[src/rtl/demo_sequencer_pkg.sv]
// Shared video-pipeline constants: sequencer state/phase codes and datapath widths.
// Phase output codes are identical to the state encodings, so state drives phase directly.
package demo_sequencer_pkg;
  localparam int CTR_W   = 7;
  localparam int WORD_W  = 2;
  localparam int WORDS   = 4;
  localparam int FRAME_W = 10;

  localparam logic [1:0] ST_MUNCH = 2'b00;
  localparam logic [1:0] ST_GAP   = 2'b01;
  localparam logic [1:0] ST_TEXT  = 2'b10;

  typedef logic [FRAME_W-1:0] frame_cnt_t;
  localparam frame_cnt_t FRAME_ONE = frame_cnt_t'(1);
endpackage

[src/rtl/demo_sequencer_frame_timer.sv]
// Counts ticks within the current state; expire fires on the Nth counted tick, load on any exit.
// Counter clears on load so the entering tick is never counted.
module demo_sequencer_frame_timer
  import demo_sequencer_pkg::*;
(
  input  logic       clk_i,
  input  logic       reset_i,
  input  logic       count_i,
  input  logic       force_i,
  input  frame_cnt_t limit_i,
  output logic       expire_o,
  output logic       load_o
);
  frame_cnt_t cnt_q, cnt_d;

  assign expire_o = count_i && (cnt_q == (limit_i - FRAME_ONE));
  assign load_o   = expire_o || force_i;

  always_comb begin
    cnt_d = cnt_q;
    if (load_o) begin
      cnt_d = '0;
    end else if (count_i) begin
      cnt_d = cnt_q + FRAME_ONE;
    end
  end

  always_ff @(posedge clk_i) begin
    if (reset_i) begin
      cnt_q <= '0;
    end else begin
      cnt_q <= cnt_d;
    end
  end
endmodule

[src/rtl/demo_sequencer.sv]
// Frame-rate scheduler: MUNCH -> (GAP -> TEXT) x4 -> MUNCH, stepping on counted frame ticks.
// All state updates land the cycle after a frame tick; skip requests wait for the next tick.
module demo_sequencer
  import demo_sequencer_pkg::*;
#(
  parameter int MUNCH_FRAMES = 256,
  parameter int GAP_FRAMES   = 15,
  parameter int TEXT_FRAMES  = 90,
  parameter int STEP_DIV     = 1
) (
  input  logic              clk_i,
  input  logic              reset_i,
  input  logic              frame_tick_i,
  input  logic              pause_i,
  input  logic              skip_i,
  output logic [CTR_W-1:0]  munch_counter_o,
  output logic              munch_en_o,
  output logic [WORD_W-1:0] text_sel_o,
  output logic              text_en_o,
  output logic [1:0]        phase_o
);
  localparam frame_cnt_t MUNCH_N   = frame_cnt_t'(MUNCH_FRAMES);
  localparam frame_cnt_t GAP_N     = frame_cnt_t'(GAP_FRAMES);
  localparam frame_cnt_t TEXT_N    = frame_cnt_t'(TEXT_FRAMES);
  localparam logic [3:0] STEP_LAST = 4'(STEP_DIV - 1);

  logic [1:0]        state_q, state_d;
  logic [CTR_W-1:0]  ctr_q, ctr_d;
  logic [WORD_W-1:0] word_q, word_d;
  logic [3:0]        step_q, step_d;
  logic              skip_q, skip_d;

  logic       counted, skip_fire, expire, load;
  frame_cnt_t limit;

  assign counted   = frame_tick_i && !pause_i;
  // A skip in the tick cycle itself is honoured immediately, paused or not.
  assign skip_fire = frame_tick_i && (skip_q || skip_i);

  always_comb begin
    case (state_q)
      ST_GAP:  limit = GAP_N;
      ST_TEXT: limit = TEXT_N;
      default: limit = MUNCH_N;
    endcase
  end

  demo_sequencer_frame_timer u_frame_timer (
    .clk_i    (clk_i),
    .reset_i  (reset_i),
    .count_i  (counted),
    .force_i  (skip_fire),
    .limit_i  (limit),
    .expire_o (expire),
    .load_o   (load)
  );

  always_comb begin
    state_d = state_q;
    ctr_d   = ctr_q;
    word_d  = word_q;
    step_d  = step_q;
    skip_d  = skip_q;

    if (frame_tick_i) begin
      skip_d = 1'b0;
    end else if (skip_i) begin
      skip_d = 1'b1;
    end

    if (state_q == ST_MUNCH && counted) begin
      if (step_q == STEP_LAST) begin
        step_d = '0;
        ctr_d  = ctr_q + CTR_W'(1);
      end else begin
        step_d = step_q + 4'd1;
      end
    end

    if (load) begin
      case (state_q)
        ST_MUNCH: begin
          state_d = ST_GAP;
          word_d  = '0;
        end
        ST_GAP: state_d = ST_TEXT;
        ST_TEXT: begin
          if (word_q == WORD_W'(WORDS - 1)) begin
            state_d = ST_MUNCH;
            word_d  = '0;
            step_d  = '0;
          end else begin
            state_d = ST_GAP;
            word_d  = word_q + WORD_W'(1);
          end
        end
        default: state_d = ST_MUNCH;
      endcase
    end
  end

  always_ff @(posedge clk_i) begin
    if (reset_i) begin
      state_q <= ST_MUNCH;
      ctr_q   <= '0;
      word_q  <= '0;
      step_q  <= '0;
      skip_q  <= 1'b0;
    end else begin
      state_q <= state_d;
      ctr_q   <= ctr_d;
      word_q  <= word_d;
      step_q  <= step_d;
      skip_q  <= skip_d;
    end
  end

  assign munch_counter_o = ctr_q;
  assign munch_en_o      = (state_q == ST_MUNCH);
  assign text_en_o       = (state_q == ST_TEXT);
  assign text_sel_o      = word_q;
  assign phase_o         = state_q;
endmodule

[config.mk]
export PLATFORM = sky130hd
export DESIGN_NAME = demo_sequencer
export DESIGN_NICKNAME = d
export VERILOG_FILES = /design/src/rtl/demo_sequencer_pkg.sv /design/src/rtl/demo_sequencer_frame_timer.sv /design/src/rtl/demo_sequencer.sv
export SDC_FILE = /design/constraint.sdc
export NUM_CORES = 1
export LEC_CHECK = 0
export ABC_CLOCK_PERIOD_IN_PS = 3500
export BUFFER_PORTS_ARGS = -buffer_cell sky130_fd_sc_hd__buf_2
export CORE_MARGIN = 1.5
export CORE_UTILIZATION = 52
export CTS_CLUSTER_SIZE = 40
export DETAILED_ROUTE_END_ITERATION = 10
export GPL_ROUTABILITY_DRIVEN = 0
export HOLD_SLACK_MARGIN = 0.15
export PLACE_DENSITY = 0.75
export SLEW_MARGIN = 20
export SYNTH_ARGS = -nofsm -noshare
export SYNTH_HDL_FRONTEND = slang
export SYNTH_HIERARCHICAL = 1
export SYNTH_SLANG_ARGS = --single-unit
[constraint.sdc]
create_clock -name clk_i -period 3.5 [get_ports clk_i]
set_input_delay 0.35 -clock clk_i [delete_from_list [all_inputs] [get_ports clk_i]]
set_output_delay 0.35 -clock clk_i [all_outputs]
set_load 0.01 [all_outputs]
==> flow_metrics.env, run 1 <==
export IMPL_highest_layer="met4"
export IMPL_seq_area_frac_synth_pct=31.2
export IMPL_postCtsHoldBufs=0
export IMPL_pwr_density_cell_mw_per_mm2=344
export IMPL_postSynthCellCount=198
export IMPL_status="finished, final reports clean"
export IMPL_layout_nets=239
export IMPL_numPortBuffers=17
export IMPL_dr_pass1_iters=4
export IMPL_drive_above_1_share_pct=19.3
export IMPL_synth_edf_count=0
export IMPL_required_ps=3730
export IMPL_clk_latency_ps=330
export IMPL_cts_tree="built"
export IMPL_cts_sinks=26
export IMPL_yosysWarnings=6
export IMPL_arrival_ps=3540
export IMPL_hold_path_depth=2
export IMPL_endpoint_kind="flip-flop"
export IMPL_synth_area_sq_mm=0.00167
export IMPL_avgSynthCellArea_sq_um=8.43
export IMPL_crit_path_max_fanout=9
export IMPL_dieWidth_um=59.7
export IMPL_met3_length_um=118
export IMPL_setup_viol=0
export IMPL_power_leakage_uw=0.000737
export IMPL_synth_cell_type_count=47
export IMPL_area_growth_pct=16.0
export IMPL_final_max_slew_viol_count=0
export IMPL_cts_root_buffer="clkbuf_4"
export IMPL_coreArea_sq_mm=0.00305
export IMPL_grt_max_degree=16
export IMPL_met1_length_um=1840
export IMPL_grt_overflow=0
export IMPL_drc=0
export IMPL_finalInstanceArea_sq_mm=0.00194
export IMPL_cp_start_kind="flip-flop"
export IMPL_start_util_pct=54.7
export IMPL_synth_seq_cells=26
export IMPL_antennaDiodeCount=0
export IMPL_drt_wl_total_um=3800
export IMPL_wl_per_cell_um=14.2
export IMPL_grt_pass1_wl_um=6320
export IMPL_crit_type="flip-flop to flip-flop"
export IMPL_numCtsBuffers=3
export IMPL_dieArea_sq_mm=0.00356
export IMPL_irDropWorstVdd_mv=0.251
export IMPL_antenna_left=0
export IMPL_io_pins=18
export IMPL_antenna_found_initial=0
export IMPL_drtIter0Drc=85
export IMPL_grt_pass1_vias=1375
export IMPL_min_path_type="primary input to flip-flop"
export IMPL_path_clk_slew_ps=140
export IMPL_reg2reg_depth=12
export IMPL_via_per_inst=5.81
export IMPL_maxCapViolations=0
export IMPL_async_flop_share_pct=0
export IMPL_synthFlopType="dfxtp_1"
export IMPL_dp_hpwl_um=2750
export IMPL_post_route_min_period_ps=3310
export IMPL_max_freq_ghz=0.302
export IMPL_fin_crit_sh_pct=94.7
export IMPL_wl_met2_um=1800
export IMPL_fin_util_pct=63.4
export IMPL_rows=20
export IMPL_route_vias_total=1552
export IMPL_hold_ws_ps=261
export IMPL_die_h_um=59.7
export IMPL_setup_tns_ps=0
export IMPL_h_tree_depth=1
export IMPL_fin_worst_skew_ps=1.36
export IMPL_max_clock_path_buffers=2
export IMPL_report_final_hold_viol_count=0
export IMPL_grt_usage_pct=23.3
export IMPL_place_area_sq_mm=0.00186
path summary, 6_finish.rpt:
kind         slack, ps          startpoint            endpoint
min                260        frame_tick_i              skip_q
max reg2reg        190          phase_o[0]       text_sel_o[0]
max                190          phase_o[0]       text_sel_o[0]
min reg2reg        500  munch_counter_o[6]  munch_counter_o[6]
placed cells by master, fill, tap and decap left out, types with 6 or more instances in the layout:
cell type,count
nor3_1,13
inv_1,10
nor2_1,11
buf_2,17
o21ai_0,8
xnor2_1,10
o31ai_1,6
ha_1,8
dfxtp_1,24
nand2_1,11
or4_1,6
buf_4,9
a21oi_1,10
xor2_1,11
stage by stage:
stage | std cells | setup slack [ps] | power, uW
finish | 267 | 187 | 666
detailed placement | 261 | 164 | 454
global placement | 261 | 302 | 446
global route | 267 | -16.5 | 703
floorplan | 202 | 21.1 | 416
CTS | 265 | 142 | 661
kinds of logic (layout without fill, tap and decap cells):
family          after synthesis  in the layout  share of synthesized area, %
simple gates                 79             79                          27.4
flops                        26             26                          31.2
buf+inv                      19             40                          4.87
fa+ha+maj                    10             10                          7.50
other cells                   1              5                         0.225
xor+xnor                     21             21                          11.0
compound gates               38             38                          15.4
mux                           4              4                          2.47
critical path: stages, from the launching register on:
cell,delay (ps)
dfxtp_4,380
inv_1,80
ha_2,280
buf_4,170
or4b_4,520
or4_1,470
a211o_1,300
and3_1,170
a2111oi_4,290
or2_4,210
o21ai_0,120
a32oi_1,170
nor2_1,60
state kept, by name, indices dropped and copies added, names as in the netlist:
signal	cells
step_q	4
text_sel_o	2
munch_counter_o	7
skip_q	1
u_frame_timer/cnt_q	10
phase_o	2
where the power goes:
group          internal, uW  switching (uW)
clock network           116            92.5
logic                  64.9            83.7
registers               302            7.15
what timing repair did:
action / 4_1_cts / 5_1_grt
buffers inserted: 0 / 2
setup endpoints to repair: 0 / 6
gates resized for setup: 0 / 4
endpoints found under the hold margin: 0 / 0
final cells by class:
type	instances	area [sq um]
repair buffers	26	153
well taps	44	55.1
multi-input cells	157	1110
clock inverters	1	30.0
inverters	10	37.5
flip-flops and latches	26	526
clock buffers	3	22.5
fillers	276	1120
cell usage after synthesis, drive strengths merged, types with 4 or more instances:
master  instances  share of area [%]
nand3           4                1.2
inv            10                2.2
buf             4                1.5
nor2           11                2.5
nand2          11                2.5
dfxtp          26                 31
nor3           14                4.2
xor2           11                5.8
clkbuf          5                1.1
nand4           4                1.5
xnor2          10                5.2
or3             4                1.5
o31ai           6                2.7
o21ai           8                2.4
or4             6                2.7
a21oi          10                3.0
nor2b           5                1.9
ha             10                7.5
routing by layer:
metal	GRT usage, %	vias to the layer above
met2	35.2	26
met4	6.98	0
met1	34.6	749
met3	2.60	4
met5	0	-
li1	-	773
(Power assumes the default switching activity.)
==> run 2: changes to the inputs <==
--- a/config.mk
+++ b/config.mk
@@ -8,14 +8,13 @@
 export ABC_CLOCK_PERIOD_IN_PS = 3500
 export BUFFER_PORTS_ARGS = -buffer_cell sky130_fd_sc_hd__buf_2
 export CORE_MARGIN = 1.5
-export CORE_UTILIZATION = 52
+export CORE_UTILIZATION = 51
 export CTS_CLUSTER_SIZE = 40
 export DETAILED_ROUTE_END_ITERATION = 10
 export GPL_ROUTABILITY_DRIVEN = 0
 export HOLD_SLACK_MARGIN = 0.15
-export PLACE_DENSITY = 0.75
+export PLACE_DENSITY = 0.81
 export SLEW_MARGIN = 20
 export SYNTH_ARGS = -nofsm -noshare
 export SYNTH_HDL_FRONTEND = slang
-export SYNTH_HIERARCHICAL = 1
 export SYNTH_SLANG_ARGS = --single-unit
==> run 2 against run 1 <==
Net effect: worst setup slack improved by 1300 ps; synthesized cell count decreased by 22%; clock-buffer cell count unchanged; sequential cell count unchanged; non-clock buffer count decreased by 9; sequential power about the same; critical endpoint is now u_frame_timer.cnt_q[1]; largest power group unchanged.
==> flow_metrics.env, run 2 <==
export IMPL_async_flop_share_pct=0
export IMPL_numPortBuffers=17
export IMPL_post_route_min_period_ps=1980
export IMPL_max_freq_ghz=0.504
export IMPL_setup_tns_ps=0
export IMPL_synth_top_area_cell="dfxtp_1"
export IMPL_cts_sinks=26
export IMPL_final_common_cell="dfxtp_1"
export IMPL_path_clk_slew_ps=140
export IMPL_place_inst=199
export IMPL_crit_path_max_incr_delay_ps=450
export IMPL_synth_cell_type_count=42
export IMPL_final_max_slew_viol_count=0
export IMPL_dieArea_sq_mm=0.00321
export IMPL_io_pins=18
export IMPL_power_leakage_uw=0.000640
export IMPL_dr_pass1_iters=5
export IMPL_synth_seq_cells=26
export IMPL_postSynthCellCount=155
export IMPL_rsz0062_at_grt="no"
export IMPL_rows=19
export IMPL_instances_no_fill=202
export IMPL_synth_edf_count=0
export IMPL_report_final_hold_viol_count=0
export IMPL_via_per_inst=5.79
export IMPL_yosysWarnings=0
export IMPL_synth_fp_nets=171
export IMPL_final_cell_mix="dfxtp_1 (26), buf_2 (17), nor2_1 (16)"
export IMPL_synth_area_sq_mm=0.00147
export IMPL_hold_path_depth=2
export IMPL_maxCapViolations=0
export IMPL_setup_viol=0
export IMPL_start_util_pct=53.7
export IMPL_postCtsSetupBuffers=0
export IMPL_fin_util_pct=58.1
export IMPL_antenna_left=0
export IMPL_tightest_slew_ps=475
export IMPL_coreArea_sq_mm=0.00273
export IMPL_grt_pass1_wl_um=4830
export IMPL_pwr_density_cell_mw_per_mm2=325
export IMPL_endpoint_kind="flip-flop"
export IMPL_drtIter0Drc=37
export IMPL_cts_resized=0
export IMPL_antenna_found_initial=0
export IMPL_drc=0
export IMPL_synth_top_area_share_pct=35.5
export IMPL_status="finished, final reports clean"
export IMPL_drt_wl_total_um=2880
export IMPL_max_clock_path_buffers=2
export IMPL_area_growth_pct=8.18
export IMPL_grt_max_degree=16
export IMPL_min_path_type="primary input to flip-flop"
export IMPL_seq_area_frac_synth_pct=35.5
export IMPL_fin_worst_skew_ps=8.12
export IMPL_route_vias_total=1169
export IMPL_grt_overflow=0
export IMPL_synth_area_leaders="dfxtp_1 (35%), ha_1 (9.4%), xor2_1 (6.6%)"
export IMPL_h_tree_depth=1
export IMPL_required_ps=3710
export IMPL_synthFlopType="dfxtp_1"
export IMPL_avgSynthCellArea_sq_um=9.47
export IMPL_crit_path_max_fanout=10
export IMPL_layout_nets=189
export IMPL_crit_type="flip-flop to flip-flop"
export IMPL_ys_top_cells_by_count="dfxtp_1 (26), nor2_1 (16), nand2_1 (14)"
export IMPL_regMostFlops="u_frame_timer.cnt_q"
export IMPL_fin_crit_sh_pct=56.7
export IMPL_clk_latency_ps=330
export IMPL_largest_register_ff_count=10
export IMPL_grt_pass1_vias=1153
export IMPL_cts_tree="built"
export IMPL_drive_above_1_share_pct=18.1
export IMPL_antennaDiodeCount=0
export IMPL_yosysMostFrequentCell="dfxtp_1"
export IMPL_grt_usage_pct=19.1
export IMPL_crit_chain="inv_1, ha_1, nor3b_1, o221ai_2, o211ai_2, nor2_1"
export IMPL_wl_per_cell_um=14.3
export IMPL_dieWidth_um=56.6
export IMPL_irDropWorstVdd_mv=0.211
export IMPL_cp_start_kind="flip-flop"
export IMPL_cts_root_buffer="clkbuf_4"
export IMPL_relSlewSlack_pct=68.3
export IMPL_cp_slowest_cell="dfxtp_1"
export IMPL_postCtsHoldBufs=0
export IMPL_dp_hpwl_um=2220
export IMPL_arrival_ps=2190
export IMPL_reg2reg_depth=6
export IMPL_numCtsBuffers=3
export IMPL_die_h_um=56.6
## run 2: cell count changes after synthesis, sizes merged, moves of 5 or more
| cell | delta |
|---|---|
| nor2 | +5 |
| o21ai | -5 |
| or4 | -5 |
| a21oi | -5 |
| nor3 | -13 |
| o31ai | -5 |
## run 2: worst max-delay path: cells and delay by family, from the launching register on
family	cells	cell delay [ps]
adders and majority gates	1	340
DFF	1	450
and+or+nand+nor	2	360
buffers and inverters	1	110
AOI/OAI and AO/OA	2	600
## run 2: cell families (layout without fill, tap and decap cells)
| group | Yosys count | in the layout | synth area share (%) |
|---|---|---|---|
| compound gates | 22 | 22 | 12.4 |
| xor+xnor | 17 | 17 | 10.1 |
| fa+ha+maj | 11 | 11 | 9.38 |
| buf+inv | 13 | 29 | 4.09 |
| flops | 26 | 26 | 35.5 |
| mux | 3 | 3 | 2.05 |
| simple gates | 63 | 63 | 26.4 |
## run 2: where the power goes
group / internal (uW) / switching (uW)
clock: 40.5 / 87.2
sequential: 302 / 7.80
combinational: 31.1 / 46.2
## run 2: worst paths after layout
path	start	to	slack, ps
max reg2reg	phase_o[1]	u_frame_timer.cnt_q[1]	1520
max	phase_o[1]	u_frame_timer.cnt_q[1]	1520
min reg2reg	munch_counter_o[6]	munch_counter_o[6]	500
min	frame_tick_i	skip_q	310
## run 2: per-layer routing
layer / vias to the layer above / routed length (um) / track usage, %
met4: 0 / 44 / 8.84
li1: 585 / - / -
met3: 5 / 89 / 2.76
met2: 23 / 1480 / 34.2
met1: 556 / 1270 / 22.1
met5: - / 0 / 0
## run 2: area by class of cell
type / instances / area, sq um
clock buffer: 3 / 22.5
sequential: 26 / 520
timing repair buffer: 17 / 85.1
inverter: 9 / 33.8
tap: 31 / 38.8
multi-input combinational: 116 / 887
fill: 251 / 1150
## run 2: per-stage QoR
step / instance area [sq um] / hold slack, ps / setup slack [ps] / total power, uW
2_1_floorplan: 1470 / 422 / 1700 / 373
4_1_cts: 1590 / 297 / 1510 / 519
5_1_grt: 1590 / 307 / 1290 / 539
3_5_place_dp: 1570 / 488 / 1530 / 394
6_report: 1590 / 310 / 1520 / 515
3_3_place_gp: 1570 / 463 / 1660 / 389
==> run 3: changes to the inputs <==
--- a/config.mk
+++ b/config.mk
@@ -5,15 +5,15 @@
 export SDC_FILE = /design/constraint.sdc
 export NUM_CORES = 1
 export LEC_CHECK = 0
-export ABC_CLOCK_PERIOD_IN_PS = 3500
+export ABC_CLOCK_PERIOD_IN_PS = 1900
 export BUFFER_PORTS_ARGS = -buffer_cell sky130_fd_sc_hd__buf_2
 export CORE_MARGIN = 1.5
-export CORE_UTILIZATION = 51
+export CORE_UTILIZATION = 57
 export CTS_CLUSTER_SIZE = 40
 export DETAILED_ROUTE_END_ITERATION = 10
 export GPL_ROUTABILITY_DRIVEN = 0
 export HOLD_SLACK_MARGIN = 0.15
-export PLACE_DENSITY = 0.81
+export PLACE_DENSITY = 0.85
 export SLEW_MARGIN = 20
 export SYNTH_ARGS = -nofsm -noshare
 export SYNTH_HDL_FRONTEND = slang
==> constraint.sdc (replaced) <==
create_clock -name clk_i -period 1.9 [get_ports clk_i]
set_input_delay 0.19 -clock clk_i [delete_from_list [all_inputs] [get_ports clk_i]]
set_output_delay 0.19 -clock clk_i [all_outputs]
set_load 0.01 [all_outputs]
==> run 3 against run 2 <==
Net effect: clock-buffer cell count unchanged; utilization up 11 points; wire length up 0.45%; clock skew down 3.1 ps; register-to-register slack worse by 1500 ps; global-route usage up 2.5 points; die area down 10%; final cell count up 2.5%; hold slack worse by 150 ps; sequential share of layout area down 1.9 points; largest cell class unchanged.
==> flow_metrics.env, run 3 (synthesis results as in run 2) <==
export IMPL_coreArea_sq_mm=0.00245
export IMPL_start_util_pct=59.8
export IMPL_drt_wl_total_um=2900
export IMPL_grt_usage_pct=21.7
export IMPL_cts_root_buffer="clkbuf_4"
export IMPL_power_leakage_uw=0.000707
export IMPL_antenna_found_initial=0
export IMPL_drive_above_1_share_pct=21.5
export IMPL_final_max_slew_viol_count=0
export IMPL_crit_path_max_fanout=4
export IMPL_via_per_inst=5.68
export IMPL_path_clk_slew_ps=150
export IMPL_instances_no_fill=207
export IMPL_dieWidth_um=53.7
export IMPL_p_comb_share_pct=14.7
export IMPL_hold_ws_ps=158
export IMPL_route_vias_total=1175
export IMPL_tightest_slew_ps=585
export IMPL_report_final_hold_viol_count=0
export IMPL_p_sw_share_pct=24.5
export IMPL_multi_input_area_sq_um=917
export IMPL_area_growth_pct=14.9
export IMPL_post_route_min_period_ps=1860
export IMPL_arrival_ps=2060
export IMPL_maxCapViolations=0
export IMPL_numPortBuffers=17
export IMPL_relSlewSlack_pct=60.6
export IMPL_ff_latch_area_sq_um=520
export IMPL_dp_hpwl_um=2190
export IMPL_r2r_slack_ps=40
export IMPL_post_place_ws_ps=94.4
export IMPL_grt_max_degree=16
export IMPL_nFillCells=200
export IMPL_p_seq_share_pct=51.1
export IMPL_cts_sinks=26
export IMPL_final_cell_mix="dfxtp_1 (26), buf_2 (17), nor2_1 (16)"
export IMPL_fin_ws_ps=43.2
export IMPL_dieArea_sq_mm=0.00289
export IMPL_drc=0
export IMPL_h_tree_depth=1
export IMPL_setup_viol=0
export IMPL_required_ps=2100
export IMPL_dr_pass1_iters=4
export IMPL_fin_crit_sh_pct=97.7
export IMPL_min_path_type="primary input to flip-flop"
export IMPL_fin_total_pwr_uw=1110
export IMPL_grt_pass1_wl_um=4660
export IMPL_max_freq_ghz=0.539
export IMPL_io_pins=18
export IMPL_place_inst=202
export IMPL_status="finished, final reports clean"
export IMPL_drtIter0Drc=33
export IMPL_rsz0062_at_grt="yes"
export IMPL_max_clock_path_buffers=2
export IMPL_crit_type="flip-flop to flip-flop"
export IMPL_largest_register_ff_count=10
export IMPL_postCtsSetupBuffers=0
export IMPL_grt_overflow=0
export IMPL_pwr_share_clk_pct=34.2
export IMPL_numCtsBuffers=3
export IMPL_antennaDiodeCount=0
export IMPL_cp_start_kind="flip-flop"
export IMPL_internal_power_uw=840
export IMPL_die_h_um=53.7
export IMPL_setup_tns_ps=0
export IMPL_cts_tree="built"
export IMPL_antenna_left=0
export IMPL_wl_per_cell_um=14.0
export IMPL_rows=18
export IMPL_grt_pass1_vias=1089
export IMPL_p_sw_uw=273
export IMPL_clk_latency_ps=320
export IMPL_irDropWorstVdd_mv=0.428
export IMPL_pwr_density_cell_mw_per_mm2=660
export IMPL_fin_worst_skew_ps=5.04
export IMPL_endpoint_kind="flip-flop"
export IMPL_final_common_cell="dfxtp_1"
export IMPL_regMostFlops="u_frame_timer.cnt_q"
export IMPL_layout_nets=194
## run 3: changes by cell type in the layout (fill, tap and decap cells not counted), sizes merged
cell         before  now
buf              17   21
bufinv            0    1
dlygate4sd3       0    1
## run 3: worst paths after layout
check	start	endpoint	depth (start not counted)
max reg2reg	phase_o[0]	text_sel_o[1]	6
min reg2reg	munch_counter_o[6]	munch_counter_o[6]	2
max	phase_o[0]	text_sel_o[1]	6
min	skip_i	skip_q	3
## run 3: stage by stage
step	util, %	cell area [sq um]
final	68.7	1690
after global routing	68.7	1690
after CTS	67.5	1660
after detailed placement	64.9	1590
after global placement	64.9	1590
after floorplan	-	1470
## run 3: power by group through the flow
stage | registers, uW | logic (uW) | clock network, uW
finish | 569 | 163 | 381
global route | 572 | 180 | 407
CTS | 569 | 158 | 386
detailed placement | 581 | 156 | 0
global placement | 579 | 148 | 0
floorplan | 584 | 103 | 0
## run 3: cell type report
| class | count | area share (%) |
|---|---|---|
| clock buffer | 3 | 1.34 |
| clock inverter | 1 | 1.78 |
| inverter | 9 | 2.00 |
| multi-input combinational | 116 | 54.4 |
| sequential | 26 | 30.9 |
| tap | 30 | 2.23 |
| timing repair buffer | 22 | 7.42 |
## run 3: repair_timing
action,in CTS,in global routing
endpoints found under the setup margin,0,14
gates resized for setup,0,4
endpoints found under the hold margin,1,0
hold buffers,1,0
## run 3: worst max-delay path, stage by stage, from the launching register on
cell	delay, ps
dfxtp_1	360
inv_1	70
ha_1	330
and3b_1	280
o221ai_4	160
a211oi_1	420
o32ai_2	130
## run 3: metal layers
metal / part of all wire, % / vias up / global-route usage (%)
met1: 45 / 556 / 26.0
met5: 0 / - / 0
li1: - / 599 / -
met2: 52 / 18 / 39.2
met4: 0.35 / 0 / 6.41
met3: 2.8 / 2 / 3.33
